===== src/rtl/moore_seq_detector.sv =====
// moore_seq_detector: Moore serial pattern detector with saturating match count; SEQDET_LOAD_EN adds runtime pattern load
module moore_seq_detector #(
    parameter int                 PAT_LEN = 5,
    parameter logic [PAT_LEN-1:0] PATTERN = 5'b10010,
    parameter bit                 OVERLAP = 1'b1,
    parameter int                 CNT_W   = 8
) (
    input  logic               clk,
    input  logic               rst,
    input  logic               en,
    input  logic               j,
`ifdef SEQDET_LOAD_EN
    input  logic               load,
    input  logic [PAT_LEN-1:0] pat_in,
`endif
    output logic               w,
    output logic [CNT_W-1:0]   match_cnt,
    output logic               cnt_sat
);
    localparam int FW = $clog2(PAT_LEN + 1);
    localparam logic [FW-1:0] FULL = FW'(PAT_LEN);
    logic [PAT_LEN-1:0] hist, hist_n, pat;
    logic [FW-1:0]      fill, fill_n;
    logic [CNT_W-1:0]   cnt_n;
    logic               trunc, match_n;
    assign w       = (fill == FULL) && (hist == pat);
    assign cnt_sat = &match_cnt;
    assign trunc   = !OVERLAP && w;
    always_comb begin
        hist_n  = !en ? hist : trunc ? {{(PAT_LEN-1){1'b0}}, j} : {hist[PAT_LEN-2:0], j};
        fill_n  = !en ? fill : trunc ? FW'(1) : (fill == FULL) ? fill : fill + 1'b1;
        match_n = en && (fill_n == FULL) && (hist_n == pat);
        cnt_n   = (match_n && !cnt_sat) ? match_cnt + 1'b1 : match_cnt;
    end
`ifndef SEQDET_LOAD_EN
    assign pat = PATTERN;
`endif
    always_ff @(posedge clk) begin
        if (!rst) begin
            hist      <= '0;
            fill      <= '0;
            match_cnt <= '0;
`ifdef SEQDET_LOAD_EN
            pat       <= PATTERN;
        end else if (load) begin
            pat       <= pat_in;
            hist      <= '0;
            fill      <= '0;
`endif
        end else begin
            hist      <= hist_n;
            fill      <= fill_n;
            match_cnt <= cnt_n;
        end
    end
endmodule


===== config.mk =====
export PLATFORM = sky130hd
export DESIGN_NAME = moore_seq_detector
export DESIGN_NICKNAME = d
export VERILOG_FILES = /design/src/rtl/moore_seq_detector.sv
export SDC_FILE = /design/constraint.sdc
export NUM_CORES = 1
export LEC_CHECK = 0
export ABC_AREA = 1
export BUFFER_PORTS_ARGS = -buffer_cell sky130_fd_sc_hd__buf_2
export CAP_MARGIN = 10
export CORE_UTILIZATION = 40
export DETAILED_ROUTE_END_ITERATION = 8
export PLACE_DENSITY = 0.59
export SYNTH_ARGS = -nofsm -noshare
export SYNTH_HDL_FRONTEND = slang
export SYNTH_SLANG_ARGS = --single-unit

===== constraint.sdc =====
create_clock -name clk -period 3.73 [get_ports clk]
set_input_delay 0.746 -clock clk [delete_from_list [all_inputs] [get_ports clk]]
set_output_delay 0.746 -clock clk [all_outputs]
set_load 0.05 [all_outputs]

==> flow_summary.toml <==
[sta]
finalWorstSetupSlack_ps = 1450
worst_pin_slew_ps = 292
rsz0062_at_grt = "false"
finalHoldWorstSlack_ps = 476
fin_tns_setup_ps = 0
drv_slew = 0
finalSetupViolations = 0
fin_crit_ps = 2280
max_clock_freq_ghz = 0.439
hold_viol = 0
clock_skew_ps = 8.50
min_period_over_period = 0.611
relSlewSlack = 0.805

[drt]
vias = 811
drtAntennaViolNets = 0
wirelength_um = 1670
drc = 0
drtIter0Drc = 10
wl_per_cell_um = 9.75
avgViaCountPerCell = 4.74
drt-pass1-iter-count = 4

[floorplanning]
core_area_um2 = 2020
start_util = 0.442
dieArea_um2 = 2430
placementRows = 16
die_h_um = 49.3
die_w_um = 49.3
io_pins = 14

[power_and_ir_drop]
powerDensity_nw_per_um2 = 336
swShare = 0.257
leakagePower_uw = 0.000481
power_uw = 337
p_int_uw = 250
p_sw_uw = 86.6
combPwrFrac = 0.122
power.share.clock = 0.344
peakVddDrop_mv = 0.171
p_seq_frac = 0.534

[min_path]
hold_path.class = "flop to flop"

[yosys]
avgSynthCellArea_um2 = 6.88
ys_ff_latch = 16
synth_nets = 137
synth_area_leaders = "dfxtp_1 (36%), nand2_1 (12%), nor2_1 (8.4%), inv_1 (6.7%), a21oi_1 (5.0%)"
synth_area_leader_cell = "dfxtp_1"
yosysSeqAreaShare = 0.358
synth_top_area_share = 0.358
synthesis.area_um2 = 895
yosys_warnings = 0
synthCells = 130
synth_cell_types = 20

[placed_design]
placedCellCount = 167
port_buffers = 13
place_congestion = 0.768
pre_cts_slack_ps = 1610
dp_hpwl_um = 1280

[setup_path]
cpPeakStageDelay_ps = 400
required_ps = 2980
crit_slowest_cell = "dfxtp_1"
cp_cell_sequence = "ha_1 -> nand3_1 -> inv_1 -> nand2_1 -> inv_1 -> buf_2"
critPathLaunchType = "flop"
critPathMaxFanout = 5
cp.arrival_ps = 1530
crit_path_end_kind = "output pin"
path_common_cell = "inv_1"
path_delay_family = "buffers and inverters"
cp_num_buf_inv = 3
crit_type = "flop to output pin"

[grt]
gr-total-overflow = 0
grt_pass1_vias = 630
grt_first_pass_wirelength_um = 2710
antenna_found_initial = 0
grt_max_degree = 14
grt_use_total = 0.144

[finish]
fin_cells = 171
areaGrowthSynthToFinish_pct = 12.2
drive_gt1_frac = 0.222
multiInputGateArea_um2 = 480
finalNetCount = 152
register_area_um2 = 320
antenna_cells = 0
fill_cells = 219

[clock_tree]
cts.reportedPaths.clkPinSlew_ps = 100
cts_tree = "built"
cts_buffer_depth = 2
post_cts_resized = 0
cts_setup_buffers = 0
cts_buffers = 3
clk_latency_ps = 280
cts_htree_levels = 1
hold_buffers = 0
cts_sinks = 16
cts-root-buf = "clkbuf_4"

[run]
maxCapViolCount = 0

[outcome]
status = "complete, no violations"
==> synth_stat cells <==
master and instances:
nand2_1 29, nor2_1 20, dfxtp_1 16, inv_1 16
a21oi_1 9, nand3_1 8, nand2_2 6, nor3_1 4
ha_1 3, nand3_2 3, nand4_1 3, buf_6 2
inv_2 2, nor2_4 2, o21ai_0 2, and3_1 1
clkbuf_1 1, nand3_4 1, nor2_2 1, o21ai_1 1
==> power by group through the flow <==
stage	Sequential (uW)	Clock [uW]	Combinational, uW
final	180	116	41.2
after global routing	180	126	47.3
after CTS	180	121	41.7
after detailed placement	184	0	41.5
after global placement	184	0	41.4
after floorplan	183	0	35.3
==> tightest hold or removal path: cells and delay by family (launching register included) <==
| family | cells | cell delay, ps |
|---|---|---|
| DFF | 1 | 320 |
| AOI/OAI and AO/OA | 1 | 60 |
| buffers and inverters | 1 | 60 |
==> kinds of logic after synthesis <==
kind of cell / count (synthesis) / synth area share
simple gates: 78 / 0.428
buf+inv: 21 / 0.105
flops: 16 / 0.358
compound gates: 12 / 0.0671
fa+ha+maj: 3 / 0.0420
==> final timing paths <==
check                                 start                        end  slack, ps  depth (start not counted)
setup / recovery  match_cnt[0]$_SDFFE_PN0P_                    cnt_sat       1450                          6
setup reg to reg         fill[0]$_SDFF_PN0_  match_cnt[5]$_SDFFE_PN0P_       2080                         10
hold reg to reg          hist[3]$_SDFF_PN0_         hist[3]$_SDFF_PN0_        480                          2
hold / removal           hist[3]$_SDFF_PN0_         hist[3]$_SDFF_PN0_        480                          2
==> placed cells by master (no fill, tap or decap), drive strengths merged <==
| cell | netlist | layout |
|---|---|---|
| nand2 | 35 | 35 |
| nor2 | 23 | 23 |
| inv | 18 | 18 |
| dfxtp | 16 | 16 |
| buf | 2 | 13 |
| nand3 | 12 | 12 |
| a21oi | 9 | 9 |
| nor3 | 4 | 4 |
| clkbuf | 1 | 4 |
| nand4 | 3 | 3 |
| ha | 3 | 3 |
| o21ai | 3 | 3 |
| and3 | 1 | 1 |
==> cell type report <==
| type | instances | share of cell area |
|---|---|---|
| inverters | 18 | 0.0673 |
| multi-input cells | 93 | 0.479 |
| repair buffers | 13 | 0.0648 |
| well taps | 27 | 0.0337 |
| flip-flops and latches | 16 | 0.319 |
| clock buffers | 4 | 0.0362 |
==> flip-flops by register name, indices dropped and copies added, names as in the netlist <==
register / count
fill: 3
hist: 5
match_cnt: 8
==> stage by stage <==
step | utilization | area, um^2
after floorplan | - | 895
after global placement | 0.478 | 967
after detailed placement | 0.478 | 967
after CTS | 0.496 | 1000
after global routing | 0.496 | 1000
final | 0.496 | 1000
==> routing by layer <==
layer  GRT usage  part of all wire  vias to the layer above
met5           0                 0                        -
met4      0.0441            0.0060                        0
met3      0.0280             0.042                        2
met2       0.199              0.40                       14
met1       0.220              0.56                      354
li1            -                 -                      441
No activity file was read; power rests on OpenSTA's default activity.
